## config.mk

```make
export PLATFORM = sky130hd
export DESIGN_NAME = unified_mem_arbiter
export DESIGN_NICKNAME = d
export VERILOG_FILES = /design/src/rtl/unified_mem_arbiter.sv
export SDC_FILE = /design/constraint.sdc
export NUM_CORES = 1
export LEC_CHECK = 0
export BUFFER_PORTS_ARGS = -buffer_cell sky130_fd_sc_hd__buf_2
export CAP_MARGIN = 10
export CORE_AREA = 2 2 105 107
export DETAILED_ROUTE_END_ITERATION = 6
export DIE_AREA = 0 0 107 109
export HOLD_SLACK_MARGIN = 0.15
export PLACE_DENSITY = 0.7
export SLEW_MARGIN = 0
export SYNTH_ARGS = -nofsm -noshare
export SYNTH_HDL_FRONTEND = slang
export SYNTH_SLANG_ARGS = --single-unit
```

## constraint.sdc

```tcl
create_clock -name clk -period 2.95 [get_ports clk]
set_input_delay 0.1475 -clock clk [delete_from_list [all_inputs] [get_ports clk]]
set_output_delay 0.1475 -clock clk [all_outputs]
set_load 0.03 [all_outputs]
```

## src/rtl/unified_mem_arbiter.sv

```systemverilog
// unified_mem_arbiter: shares one single-port instruction/data memory
// between the fetch path (I) and the load/store path (D). Data accesses
// win arbitration. A streak counter forces a fetch grant once STARVE_MAX
// data grants have been made back-to-back while a fetch was waiting.
// One transaction at a time: grant (IDLE) -> ISSUE (mem_en) -> WAIT (ack).
module unified_mem_arbiter #(
    parameter int ADDR_W     = 32,
    parameter int DATA_W     = 32,
    parameter int LATENCY    = 2,
    parameter int STARVE_MAX = 4
) (
    input  logic              clk,
    input  logic              reset,
    input  logic              if_req,
    input  logic [ADDR_W-1:0] if_addr,
    output logic              if_ack,
    output logic [DATA_W-1:0] if_rdata,
    input  logic              d_req,
    input  logic              d_we,
    input  logic [ADDR_W-1:0] d_addr,
    input  logic [DATA_W-1:0] d_wdata,
    output logic              d_ack,
    output logic [DATA_W-1:0] d_rdata,
    output logic              mem_en,
    output logic              mem_we,
    output logic [ADDR_W-1:0] mem_addr,
    output logic [DATA_W-1:0] mem_wdata,
    input  logic [DATA_W-1:0] mem_rdata,
    output logic              if_stall,
    output logic              d_stall,
    output logic              busy
);

    localparam logic [1:0] IDLE  = 2'd0;
    localparam logic [1:0] ISSUE = 2'd1;
    localparam logic [1:0] WAIT  = 2'd2;

    localparam logic [3:0] CNT_LOAD   = 4'(LATENCY - 1);
    localparam logic [3:0] STARVE_LIM = 4'(STARVE_MAX);
    localparam logic [3:0] STREAK_SAT = 4'd15;

    // owner encoding: 0 = fetch (I), 1 = data (D)
    logic [1:0]        state_q,  state_d;
    logic [3:0]        cnt_q,    cnt_d;
    logic [3:0]        streak_q, streak_d;
    logic              owner_q,  owner_d;
    logic [ADDR_W-1:0] addr_q,   addr_d;
    logic [DATA_W-1:0] wdata_q,  wdata_d;
    logic              we_q,     we_d;
    logic              ack_cycle_s;
    logic              fetch_forced_s;

    // Fetch wins a simultaneous request only once the data streak has reached the limit.
    assign fetch_forced_s = if_req && (streak_q >= STARVE_LIM);

    // Next-state logic: arbitration in IDLE, issue strobe, latency countdown.
    always_comb begin
        state_d  = state_q;
        cnt_d    = cnt_q;
        streak_d = streak_q;
        owner_d  = owner_q;
        addr_d   = addr_q;
        wdata_d  = wdata_q;
        we_d     = we_q;
        case (state_q)
            IDLE: begin
                if (d_req && !fetch_forced_s) begin
                    owner_d = 1'b1;
                    addr_d  = d_addr;
                    wdata_d = d_wdata;
                    we_d    = d_we;
                    state_d = ISSUE;
                    // Streak only measures data grants that kept a waiting fetch out.
                    if (if_req && (streak_q != STREAK_SAT)) begin
                        streak_d = streak_q + 4'd1;
                    end else begin
                        streak_d = streak_q;
                    end
                end else if (if_req) begin
                    owner_d  = 1'b0;
                    addr_d   = if_addr;
                    wdata_d  = {DATA_W{1'b0}};
                    we_d     = 1'b0;
                    streak_d = 4'd0;
                    state_d  = ISSUE;
                end else begin
                    state_d = IDLE;
                end
            end
            ISSUE: begin
                cnt_d   = CNT_LOAD;
                state_d = WAIT;
            end
            WAIT: begin
                if (cnt_q != 4'd0) begin
                    cnt_d = cnt_q - 4'd1;
                end else begin
                    state_d = IDLE;
                end
            end
            default: begin
                state_d = IDLE;
                cnt_d   = 4'd0;
            end
        endcase
    end

    // State and capture registers; reset discards any in-flight access.
    always_ff @(posedge clk or negedge reset) begin
        if (!reset) begin
            state_q  <= IDLE;
            cnt_q    <= 4'd0;
            streak_q <= 4'd0;
            owner_q  <= 1'b0;
            addr_q   <= {ADDR_W{1'b0}};
            wdata_q  <= {DATA_W{1'b0}};
            we_q     <= 1'b0;
        end else begin
            state_q  <= state_d;
            cnt_q    <= cnt_d;
            streak_q <= streak_d;
            owner_q  <= owner_d;
            addr_q   <= addr_d;
            wdata_q  <= wdata_d;
            we_q     <= we_d;
        end
    end

    // Memory port and acks decode purely from registers, so they are clean for the whole cycle.
    assign ack_cycle_s = (state_q == WAIT) && (cnt_q == 4'd0);
    assign mem_en      = (state_q == ISSUE);
    assign mem_we      = mem_en && we_q;
    assign mem_addr    = addr_q;
    assign mem_wdata   = wdata_q;
    assign if_ack      = ack_cycle_s && !owner_q;
    assign d_ack       = ack_cycle_s && owner_q;
    assign if_rdata    = if_ack ? mem_rdata : {DATA_W{1'b0}};
    assign d_rdata     = (d_ack && !we_q) ? mem_rdata : {DATA_W{1'b0}};
    assign if_stall    = if_req && !if_ack;
    assign d_stall     = d_req && !d_ack;
    assign busy        = (state_q != IDLE);

endmodule
```

# ---- Word level (Yosys, flattened, before mapping)
# Cells that the tools add are included.
dict set report word_totals {
  word_cells 58
  out_inout_bits 135
  input_bits 133
  regBits 76
}
dict set report op_classes {
  reduce_logical 23
  n_lt_le_gt_ge 1
  muxes 18
  eq_ne 6
  addsub 2
  bitwise 1
}
# operator count
set op_table {}
lappend op_table {{32-bit 2-to-1 mux} 6}
lappend op_table {{4-bit 2-to-1 mux} 4}
lappend op_table {{4-bit one-hot mux with 3 select lines} 1}
lappend op_table {{1-bit logical AND} 10}
lappend op_table {{2-bit one-hot mux with 3 select lines} 1}
lappend op_table {{1-bit logical NOT} 5}
lappend op_table {{1-bit 2-to-1 mux} 5}
lappend op_table {{4-bit by 1-bit adder with 4-bit output (second input constant)} 1}
lappend op_table {{4-bit by 3-bit >= comparator with 1-bit output (second input constant)} 1}
lappend op_table {{4-bit logical NOT} 1}
lappend op_table {{2-bit inequality test (second input constant)} 2}
lappend op_table {{4-bit inequality test (second input constant)} 1}
lappend op_table {{2-bit AND reduction} 2}
lappend op_table {{2-bit nonzero test} 2}
lappend op_table {{4-bit nonzero test} 1}
lappend op_table {{4-bit by 1-bit subtractor with 4-bit output (second input constant)} 1}
lappend op_table {{3-bit AND reduction} 1}
lappend op_table {{2-bit by 1-bit equality test with 1-bit output (second input constant)} 1}
lappend op_table {{2-bit equality test (second input constant)} 1}
lappend op_table {{2-bit logical NOT} 1}
lappend op_table {{2-bit 2-to-1 mux} 1}
lappend op_table {{2-bit by 1-bit inequality test with 1-bit output (second input constant)} 1}
lappend op_table {{1-bit inverter} 1}

# ---- Logic depth before layout (Yosys ltp)
# Gate-level depths: netlist of run 1.
dict set report depth {
  depth_word 6
  ltp_mapped 8
  ltp_nobuf 5
}

# ---- Worst setup path after synthesis of run 1
# OpenSTA, ideal clock, no wires.
dict set report synth_timing {
  kind {reg-to-output}
  startpoint {reg cnt_q[0]}
  endpoint {out d_stall}
  t_required_ns 2.803
  arrival_time_ns 1.775
  path_stages_with_launch 6
  path_buffers 0
  slack_ns 1.028
  path_cell_list {dfrtp_1 -> inv_1 -> ha_1 -> or3b_4 -> nor2_1 -> nor2b_1}
}
dict set report synth_via {
  elab_chain_cells 5
}
# element line
set synth_rtl {}
lappend synth_rtl {{start: declaration} 44} ;# logic [3:0] cnt_q, cnt_d;
lappend synth_rtl {{start signal: assignment} 120} ;# cnt_q <= cnt_d;
lappend synth_rtl {{4-bit logical NOT} 130} ;# assign ack_cycle_s = (state_q == WAIT) && (cnt_q == 4'd0);
lappend synth_rtl {{1-bit logical AND} 130}
lappend synth_rtl {{1-bit logical AND} 136} ;# assign d_ack = ack_cycle_s && owner_q;
lappend synth_rtl {{via d_ack} 22} ;# output logic d_ack,
lappend synth_rtl {{1-bit logical NOT} 140} ;# assign d_stall = d_req && !d_ack;
lappend synth_rtl {{1-bit logical AND} 140}
lappend synth_rtl {{end: declaration} 30} ;# output logic d_stall,
# The timed path passes the listed nets, and every way through them passes these cells.

# ---- Worst setup path after layout of run 1
dict set report layout_timing {
  startpoint {reg cnt_q[0]}
  endpoint {out d_rdata[11]}
}
dict set report layout_via {
  elab_chain_cells 5
}
# element line
set layout_rtl {}
lappend layout_rtl {{4-bit logical NOT} 130}
lappend layout_rtl {{1-bit logical AND} 130}
lappend layout_rtl {{1-bit logical AND} 136}
lappend layout_rtl {{1-bit logical AND} 138} ;# assign d_rdata = (d_ack && !we_q) ? mem_rdata : {DATA_W{1'b0}};
lappend layout_rtl {{32-bit 2-to-1 mux} 138}
lappend layout_rtl {{end: declaration} 23} ;# output logic [DATA_W-1:0] d_rdata,
# No other way between the ends.

==> flow_metrics.py, run 1 <==
metrics = {
    "outcome": {
        "status": "complete, no violations",
    },
    "place": {
        "dp.cells": 772,
        "dpl.hpwl_um": 9040,
        "gp_congestion": 0.810,
        "portBuffers": 267,
    },
    "min_path": {
        "hp-start": "if_req",
        "holdPathStages": 3,
        "min_to": "streak_q[1]$_DFFE_PN0P_",
        "hold_path.class": "input port to flip-flop",
    },
    "detailed_routing": {
        "post_drt_wl_per_cell_um": 15.3,
        "num_vias": 4488,
        "dr.pass1.iters": 4,
        "postRouteAntennaNets": 0,
        "wirelength_um": 13600,
        "drt_iter0_drc": 335,
        "drc_errors": 0,
        "via_per_inst": 5.05,
    },
    "timing": {
        "whs_ns": 0.181,
        "maxSlewViolCount": 0,
        "rsz0062_at_grt": "false",
        "fin_crit_ns": 2.72,
        "relSlewSlack_pct": 36.1,
        "hold_viol": 0,
        "fin_crit_sh_pct": 92.2,
        "fin_skew_ns": 0.00836,
        "tns_ns": 0,
        "max_freq_ghz": 0.367,
        "worst_pin_slew_ns": 0.958,
        "setup_viol": 0,
    },
    "global_route": {
        "grtUsageTotal_pct": 22.7,
        "grt_pass1_wl_um": 20700,
        "grt_max_degree": 77,
        "antenna_found_initial": 2,
        "grt_pass1_vias": 4259,
        "grt-ovfl-total": 0,
    },
    "final_layout": {
        "drive_gt1_share_pct": 43.7,
        "nets": 879,
        "fillers": 885,
        "final_cells": 888,
        "area_growth_pct": 68.3,
    },
    "critical_path": {
        "start_kind": "flip-flop",
        "ff2ff_path_depth": 8,
        "critPathCaptureType": "output pin",
        "path_cells": "inv_1 > ha_1 > or3b_4 > nor3_4 > and2_2 > buf_2",
        "cp_slowest_stage_delay_ns": 0.67,
        "r2r_end": "mem_addr[20]$_DFFE_PN0P_",
        "ff2ff_setup_slack_ns": 0.26,
        "r2r_start": "state_q[0]$_DFFE_PN0P_",
        "crit_buf_inv": 2,
        "cp.required_ns": 2.80,
        "crit_type": "flip-flop to output pin",
        "slowest_stage": "nor3_4",
        "crit_family": "simple AND/OR/NAND/NOR gates",
        "cp.arrival_ns": 2.57,
        "critPathMaxFanout": 32,
    },
    "clock_tree": {
        "ctsResizeCount": 0,
        "holdBufCountCts": 98,
        "clkTransAtPathRegs_ns": 0.07,
        "post-cts-setup-buffers": 0,
        "cts.sinks": 76,
        "h-tree-depth": 3,
        "insertion_delay_ns": 0.35,
        "cts_tree": "built",
        "clk_path_buf_depth": 2,
        "cts.root.buffer_cell": "clkbuf_8",
        "cts_made_buffers": 9,
    },
    "synthesis": {
        "synth_top_flop_cell": "dfrtp_1",
        "synth_fa_ha_area_share_pct": 1.63,
        "async_flop_share_pct": 100,
        "yosysWarnings": 0,
        "synth_edf_count": 0,
        "synthSimpleGateAreaFrac_pct": 27.6,
        "synth-compound-area-share_pct": 15.9,
        "syn_inst": 395,
        "synth_cell_types": 31,
        "syn_avg_cell_area_um2": 9.74,
        "synth_top_family_by_area": "simple AND/OR/NAND/NOR gates",
        "synth_nets": 533,
        "synthMuxAreaShare_pct": 0.553,
        "synthXorXnorAreaFrac_pct": 0.228,
        "ys_ff_latch": 76,
        "yosysSeqAreaShare_pct": 49.4,
        "syn_area_um2": 3850,
    },
    "pwr": {
        "p_leak_nw": 3.42,
        "power.density_nw_per_um2": 1010,
        "power.total_mw": 6.54,
        "vdd_ir_drop_max_v": 0.000606,
    },
    "floorplan": {
        "core-area_um2": 10600,
        "die_area_um2": 11700,
        "io_pins": 268,
        "initial_core_util_pct": 36.3,
        "placementRows": 38,
        "fp.dieH_um": 109,
        "die_w_um": 107,
    },
    "run": {
        "cap_violations": 0,
    },
}
==> layout by cell type (no fill, tap or decap), drive strengths merged <==
cell	count
buf	274
dlygate4sd3	98
dfrtp	76
nand2	72
and2	67
nand4	35
o211ai	33
a22o	33
o21ai	11
clkbuf	9
inv	6
ha	5
nor2	3
nand3	3
clkinv	3
diode	2
and4bb	2
nor2b	2
bufinv	2
nor3	2
or3b	1
and2b	1
or2b	1
mux2i	1
o21a	1
and3	1
mux2	1
xnor2	1
a21o	1
clkinvlp	1
==> sequential cells by signal (all words and copies together), names as in the netlist <==
signal and count:
cnt_q 4, streak_q 4, mem_addr 32, we_q 1, owner_q 1, state_q 2, mem_wdata 32
==> layer usage <==
metal  track usage (%)  routed length [um]
met1              25.0                4940
met2              41.9                7290
met3              4.78                 979
met4              10.6                 349
met5                 0                   0
==> power breakdown <==
| group | total, mW | switching [mW] | internal [mW] | leakage, nW |
|---|---|---|---|---|
| registers | 1.81 | 0.285 | 1.53 | 0.957 |
| logic | 3.84 | 2.40 | 1.45 | 2.36 |
| clock network | 0.883 | 0.402 | 0.480 | 0.110 |
| total | 6.54 | 3.08 | 3.45 | 3.42 |
==> kinds of logic after synthesis <==
logic type / Yosys count
simple gates: 190
compound gates: 79
flops: 76
buf+inv: 42
fa+ha+maj: 5
mux: 2
xor+xnor: 1
==> worst reg2reg max path: stages, from the launching register on <==
cell	delay [ns]
dfrtp_1	0.39
inv_1	0.12
ha_2	0.31
buf_4	0.42
o21a_1	0.19
buf_4	0.31
nand2_1	0.12
o211ai_1	0.19
dlygate4sd3_1	0.60
==> cells in the mapped netlist, types with 2 or more instances <==
| master | n | area share [%] |
|---|---|---|
| nand2_1 | 72 | 7.0 |
| ha_1 | 5 | 1.6 |
| buf_1 | 4 | 0.39 |
| and2_2 | 28 | 5.5 |
| dfrtp_1 | 76 | 49 |
| inv_1 | 5 | 0.49 |
| buf_2 | 15 | 2.0 |
| a22o_1 | 33 | 7.5 |
| o21ai_0 | 9 | 1.2 |
| and2_1 | 39 | 6.3 |
| nor2b_1 | 2 | 0.33 |
| nand4_1 | 35 | 5.7 |
| clkbuf_1 | 15 | 1.5 |
| o211ai_1 | 33 | 6.4 |
| nand3_1 | 3 | 0.39 |
| and4bb_2 | 2 | 0.65 |
| clkbuf_2 | 3 | 0.39 |
| nor2_1 | 3 | 0.29 |
==> worst max-delay path by stage <==
stage / start / to / slack, ns / cells after the start
6_report: cnt_q[0]$_DFFE_PN0P_ / d_rdata[11] / 0.23 / 6
5_1_grt: cnt_q[0]$_DFFE_PN0P_ / d_rdata[26] / 0.04 / 6
4_1_cts: cnt_q[0]$_DFFE_PN0P_ / d_rdata[29] / 0.22 / 6
3_5_place_dp: cnt_q[0]$_DFFE_PN0P_ / d_rdata[29] / 0.61 / 6
3_3_place_gp: cnt_q[0]$_DFFE_PN0P_ / d_rdata[21] / 0.74 / 6
2_1_floorplan: cnt_q[0]$_DFFE_PN0P_ / d_stall / 1.03 / 5
==> cell type report <==
class                      instances  area (um^2)  area share [%]
antenna                            2         5.00          0.0773
inverter                           5         18.8           0.290
sequential                        76         1900            29.4
clock buffer                       9          124            1.91
multi-input combinational        277         1780            27.5
timing repair buffer             372         2370            36.6
tap                              140          175            2.71
clock inverter                     7         98.8            1.53
==> through the flow <==
stage	setup slack, ns	area (um^2)	utilization (%)
6_report	0.229	6470	61.1
5_1_grt	0.0398	6470	61.1
4_1_cts	0.220	6470	61.0
3_5_place_dp	0.613	5270	49.7
3_3_place_gp	0.740	5270	49.7
2_1_floorplan	1.03	3850	-
Power figures use the tool's default switching activity.
==> run 2: changes to the inputs <==
CAP_MARGIN = default   (was 10)
PLACE_DENSITY = 0.73   (was 0.7)
==> flow_metrics.py, run 2 (same netlist as run 1, synthesis figures left out) <==
metrics = {
    "pwr": {
        "vdd_ir_drop_max_v": 0.000522,
        "power.density_nw_per_um2": 1010,
        "p_leak_nw": 3.42,
    },
    "final_layout": {
        "layout_common_cells": "buf_2, dlygate4sd3_1, dfrtp_1, nand2_1, and2_1",
        "drive_gt1_share_pct": 43.5,
        "fillers": 898,
        "area_growth_pct": 67.9,
        "nets": 879,
        "final_common_cell": "buf_2",
        "final_util_pct": 60.9,
        "final_area_um2": 6460,
    },
    "timing": {
        "whs_ns": 0.170,
        "fin_crit_sh_pct": 91.3,
        "maxSlewViolCount": 0,
        "fin_crit_ns": 2.69,
        "fin_ws_ns": 0.256,
        "relSlewSlack_pct": 36.8,
        "tns_ns": 0,
        "hold_viol": 0,
        "fin_skew_ns": 0.00814,
        "worst_pin_slew_ns": 0.949,
        "rsz0062_at_grt": "false",
        "setup_viol": 0,
        "max_freq_ghz": 0.371,
    },
    "detailed_routing": {
        "drc_errors": 2,
        "wirelength_um": 13900,
        "drt_iter0_drc": 380,
        "dr.pass1.iters": 7,
        "postRouteAntennaNets": 0,
        "via_per_inst": 5.01,
        "post_drt_wl_per_cell_um": 15.6,
        "num_vias": 4443,
    },
    "critical_path": {
        "start_kind": "flip-flop",
        "critPathMaxFanout": 32,
        "crit_type": "flip-flop to output pin",
        "cp.required_ns": 2.80,
        "path_cells": "inv_1 > ha_1 > or3b_4 > nor3_4 > and2_2 > buf_2",
        "critPathCaptureType": "output pin",
        "cp.arrival_ns": 2.55,
        "slowest_stage": "nor3_4",
        "cp_slowest_stage_delay_ns": 0.61,
    },
    "global_route": {
        "grt-ovfl-total": 0,
        "grt_pass1_wl_um": 21200,
        "grtUsageTotal_pct": 23.2,
        "antenna_found_initial": 2,
        "grt_max_degree": 77,
        "grt_pass1_vias": 4379,
    },
    "clock_tree": {
        "post-cts-setup-buffers": 0,
        "clkTransAtPathRegs_ns": 0.08,
        "cts_made_buffers": 9,
        "cts_tree": "built",
        "clk_path_buf_depth": 2,
        "h-tree-depth": 3,
        "ctsResizeCount": 0,
        "cts.sinks": 76,
        "cts.root.buffer_cell": "clkbuf_8",
        "insertion_delay_ns": 0.34,
    },
    "floorplan": {
        "die_w_um": 107,
        "core-area_um2": 10600,
        "die_area_um2": 11700,
        "placementRows": 38,
        "initial_core_util_pct": 36.3,
        "fp.dieH_um": 109,
        "io_pins": 268,
    },
    "place": {
        "portBuffers": 267,
        "dp_slack_ns": 0.584,
        "dpl.hpwl_um": 8960,
        "gp_congestion": 0.791,
        "place_area_um2": 5270,
    },
    "outcome": {
        "status": "complete, but fails checks",
        "violations": "design-rule violations",
    },
    "run": {
        "cap_violations": 0,
    },
    "min_path": {
        "hold_path.class": "input port to flip-flop",
    },
}
[run 2: cell count changes in the layout (fill, tap and decap cells not counted), sizes merged]
cell	change
clkbuf	+1
clkinv	-1
inv	-1
[run 2: worst paths after layout]
check                                             start                  endpoint  slack (ns)  depth (start not counted)
worst max-delay path               cnt_q[0]$_DFFE_PN0P_               d_rdata[18]        0.26                          6
worst min-delay path                             if_req   streak_q[2]$_DFFE_PN0P_        0.17                          3
worst max register to register  streak_q[2]$_DFFE_PN0P_  mem_addr[19]$_DFFE_PN0P_        0.60                          5
worst min register to register  streak_q[1]$_DFFE_PN0P_   streak_q[1]$_DFFE_PN0P_        0.50                          2
max in group asynchronous                         reset      cnt_q[1]$_DFFE_PN0P_        1.83                          2
min in group asynchronous                         reset  mem_wdata[8]$_DFFE_PN0P_        0.50                          2
[run 2: report_power, final]
group | internal, mW | switching (mW) | total (mW)
Clock | 0.469 | 0.372 | 0.842
Combinational | 1.45 | 2.42 | 3.86
Sequential | 1.53 | 0.292 | 1.82
[run 2: routing by layer]
layer | wire, um | vias up | track usage (%)
met5 | 0 | - | 0
met4 | 337 | 0 | 10.6
met3 | 964 | 29 | 5.80
met2 | 7580 | 222 | 43.5
met1 | 4990 | 2116 | 24.3
li1 | - | 2076 | -
[run 2: what timing repair did]
| item | CTS | global route |
|---|---|---|
| setup endpoints to repair | 0 | 4 |
| endpoints found under the hold margin | 141 | 0 |
| hold buffers | 98 | 0 |
[run 2: metrics by stage]
step / total power [mW] / std cells
6_report: 6.52 / 887
5_1_grt: 6.92 / 887
4_1_cts: 6.49 / 885
3_5_place_dp: 5.19 / 772
3_3_place_gp: 5.11 / 772
2_1_floorplan: 4.17 / 395
[run 2: critical path, delay by kind of cell, from the launching register on]
| family | cells | cell delay [ns] |
|---|---|---|
| fa+ha+maj | 1 | 0.19 |
| buf+inv | 2 | 0.26 |
| flops | 1 | 0.42 |
| simple gates | 3 | 1.32 |
[run 2: final cells by class]
| cell class | count | area [um^2] | share of cell area, % |
|---|---|---|---|
| timing repair buffer | 372 | 2370 | 36.7 |
| sequential | 76 | 1900 | 29.5 |
| multi-input combinational | 277 | 1780 | 27.5 |
| tap | 140 | 175 | 2.71 |
| clock buffer | 10 | 128 | 1.98 |
| clock inverter | 5 | 77.6 | 1.20 |
| inverter | 5 | 18.8 | 0.291 |
| antenna | 2 | 5.00 | 0.0775 |
==> run 3: changes to the inputs <==
CORE_AREA = 5 5 102 104   (was 2 2 105 107)
PLACE_DENSITY = 0.8   (was 0.73)
==> flow_metrics.py, run 3 (same netlist as run 1, synthesis figures left out) <==
metrics = {
    "detailed_routing": {
        "post_drt_wl_per_cell_um": 17.0,
        "top_layer": "met5",
        "num_vias": 4529,
        "via_per_inst": 5.25,
        "wirelength_um": 14700,
        "postRouteAntennaNets": 0,
        "dr.pass1.iters": 4,
        "dr_wl_met2_um": 8000,
        "drc_errors": 0,
        "drt-met1-wl_um": 4860,
        "wl_met3_um": 1190,
        "drt_iter0_drc": 285,
    },
    "timing": {
        "fin_crit_sh_pct": 90.6,
        "fin_crit_ns": 2.67,
        "whs_ns": 0.181,
        "fin_skew_ns": 0.00498,
        "max_freq_ghz": 0.374,
        "fin_ws_ns": 0.277,
        "setup_viol": 0,
        "worst_pin_slew_ns": 0.946,
        "rsz0062_at_grt": "false",
        "hold_viol": 0,
        "tns_ns": 0,
        "relSlewSlack_pct": 36.9,
        "maxSlewViolCount": 0,
    },
    "clock_tree": {
        "clk_path_buf_depth": 2,
        "insertion_delay_ns": 0.34,
        "clkTransAtPathRegs_ns": 0.08,
        "cts_made_buffers": 9,
        "cts.root.buffer_cell": "clkbuf_8",
        "h-tree-depth": 3,
        "cts.sinks": 76,
        "cts_tree": "built",
    },
    "final_layout": {
        "final_common_cell": "buf_2",
        "layout_common_cells": "buf_2, dlygate4sd3_1, dfrtp_1, nand2_1, and2_1",
        "nets": 880,
        "drive_gt1_share_pct": 43.5,
        "area_growth_pct": 67.1,
    },
    "floorplan": {
        "fp.dieH_um": 109,
        "initial_core_util_pct": 40.7,
        "die_area_um2": 11700,
        "io_pins": 268,
        "core-area_um2": 9460,
        "placementRows": 36,
        "die_w_um": 107,
    },
    "critical_path": {
        "cp.required_ns": 2.80,
        "crit_buf_inv": 2,
        "cp_slowest_stage_delay_ns": 0.60,
        "critPathCaptureType": "output pin",
        "cp.arrival_ns": 2.53,
        "path_depth": 6,
        "critPathMaxFanout": 32,
        "start_kind": "flip-flop",
        "crit_family": "simple AND/OR/NAND/NOR gates",
        "path_cells": "inv_1 > ha_1 > or3b_4 > nor3_4 > and2_2 > buf_2",
        "crit_type": "flip-flop to output pin",
        "ff2ff_path_depth": 8,
        "slowest_stage": "nor3_4",
        "ff2ff_setup_slack_ns": 0.46,
    },
    "outcome": {
        "status": "complete, no violations",
    },
    "pwr": {
        "vdd_ir_drop_max_v": 0.000509,
        "power.density_nw_per_um2": 1010,
        "p_leak_nw": 3.42,
    },
    "global_route": {
        "grt-ovfl-total": 0,
        "grt_max_degree": 77,
        "grtUsageTotal_pct": 25.0,
        "grt_pass1_vias": 4733,
        "antenna_found_initial": 3,
        "grt_pass1_wl_um": 23100,
    },
    "run": {
        "cap_violations": 0,
    },
    "place": {
        "dpl.hpwl_um": 9630,
        "dp_slack_ns": 0.597,
        "gp_congestion": 0.896,
        "portBuffers": 267,
    },
    "min_path": {
        "holdPathStages": 3,
        "hold_path.class": "input port to flip-flop",
    },
}
==> run 3: changes by cell type in the layout (fill, tap and decap cells not counted) <==
| cell | before | now |
|---|---|---|
| buf_4 | 8 | 9 |
| ha_1 | 4 | 5 |
| ha_2 | 1 | 0 |
| clkbuf_8 | 9 | 11 |
| bufinv_16 | 2 | 1 |
==> run 3: layout make-up <==
class / instances / area [um^2]
inverters: 5 / 18.8
well taps: 114 / 143
flip-flops and latches: 76 / 1900
repair buffers: 373 / 2380
multi-input cells: 277 / 1780
clock buffers: 12 / 155
diodes: 2 / 5.00
fillers: 718 / 3030
clock inverters: 4 / 47.5
==> run 3: metal layers <==
layer	vias up	GRT usage, %
met4	2	14.5
li1	2084	-
met1	2141	24.9
met2	249	47.4
met3	53	5.62
met5	-	0
==> run 3: timing repair <==
item | in CTS | in global routing
setup buffers | 0 | 0
endpoints found under the hold margin | 141 | 0
hold buffers | 98 | 0
gates resized for setup | 0 | 0
setup endpoints to repair | 0 | 25
==> run 3: power breakdown <==
group	internal, mW	switching, mW
logic	1.45	2.42
registers	1.53	0.294
clock network	0.435	0.380
total	3.41	3.09
==> run 3: final timing paths <==
check                                           from                        end
min in group asynchronous                      reset   mem_wdata[7]$_DFFE_PN0P_
max reg2reg                   state_q[1]$_DFFE_PN0P_    mem_addr[8]$_DFFE_PN0P_
min reg2reg                mem_wdata[19]$_DFFE_PN0P_  mem_wdata[19]$_DFFE_PN0P_
max in group asynchronous                      reset       cnt_q[2]$_DFFE_PN0P_
max                             cnt_q[0]$_DFFE_PN0P_                 d_rdata[7]
min                                           if_req    streak_q[1]$_DFFE_PN0P_
==> run 3: worst register-to-register path, delay by kind of cell (launching register included) <==
kind | cells | cell delay (ns)
buf+inv | 4 | 1.30
simple gates | 1 | 0.13
flops | 1 | 0.38
fa+ha+maj | 1 | 0.20
compound gates | 2 | 0.43
==> run 3: per-stage QoR <==
step | cell area, um^2 | instances | utilization [%] | total power [mW]
final | 6430 | 863 | 67.9 | 6.50
after global routing | 6430 | 863 | 67.9 | 6.89
after CTS | 6420 | 861 | 67.9 | 6.47
after detailed placement | 5240 | 747 | 55.4 | 5.20
after global placement | 5240 | 747 | 55.4 | 5.12
after floorplan | 3850 | 395 | - | 4.17
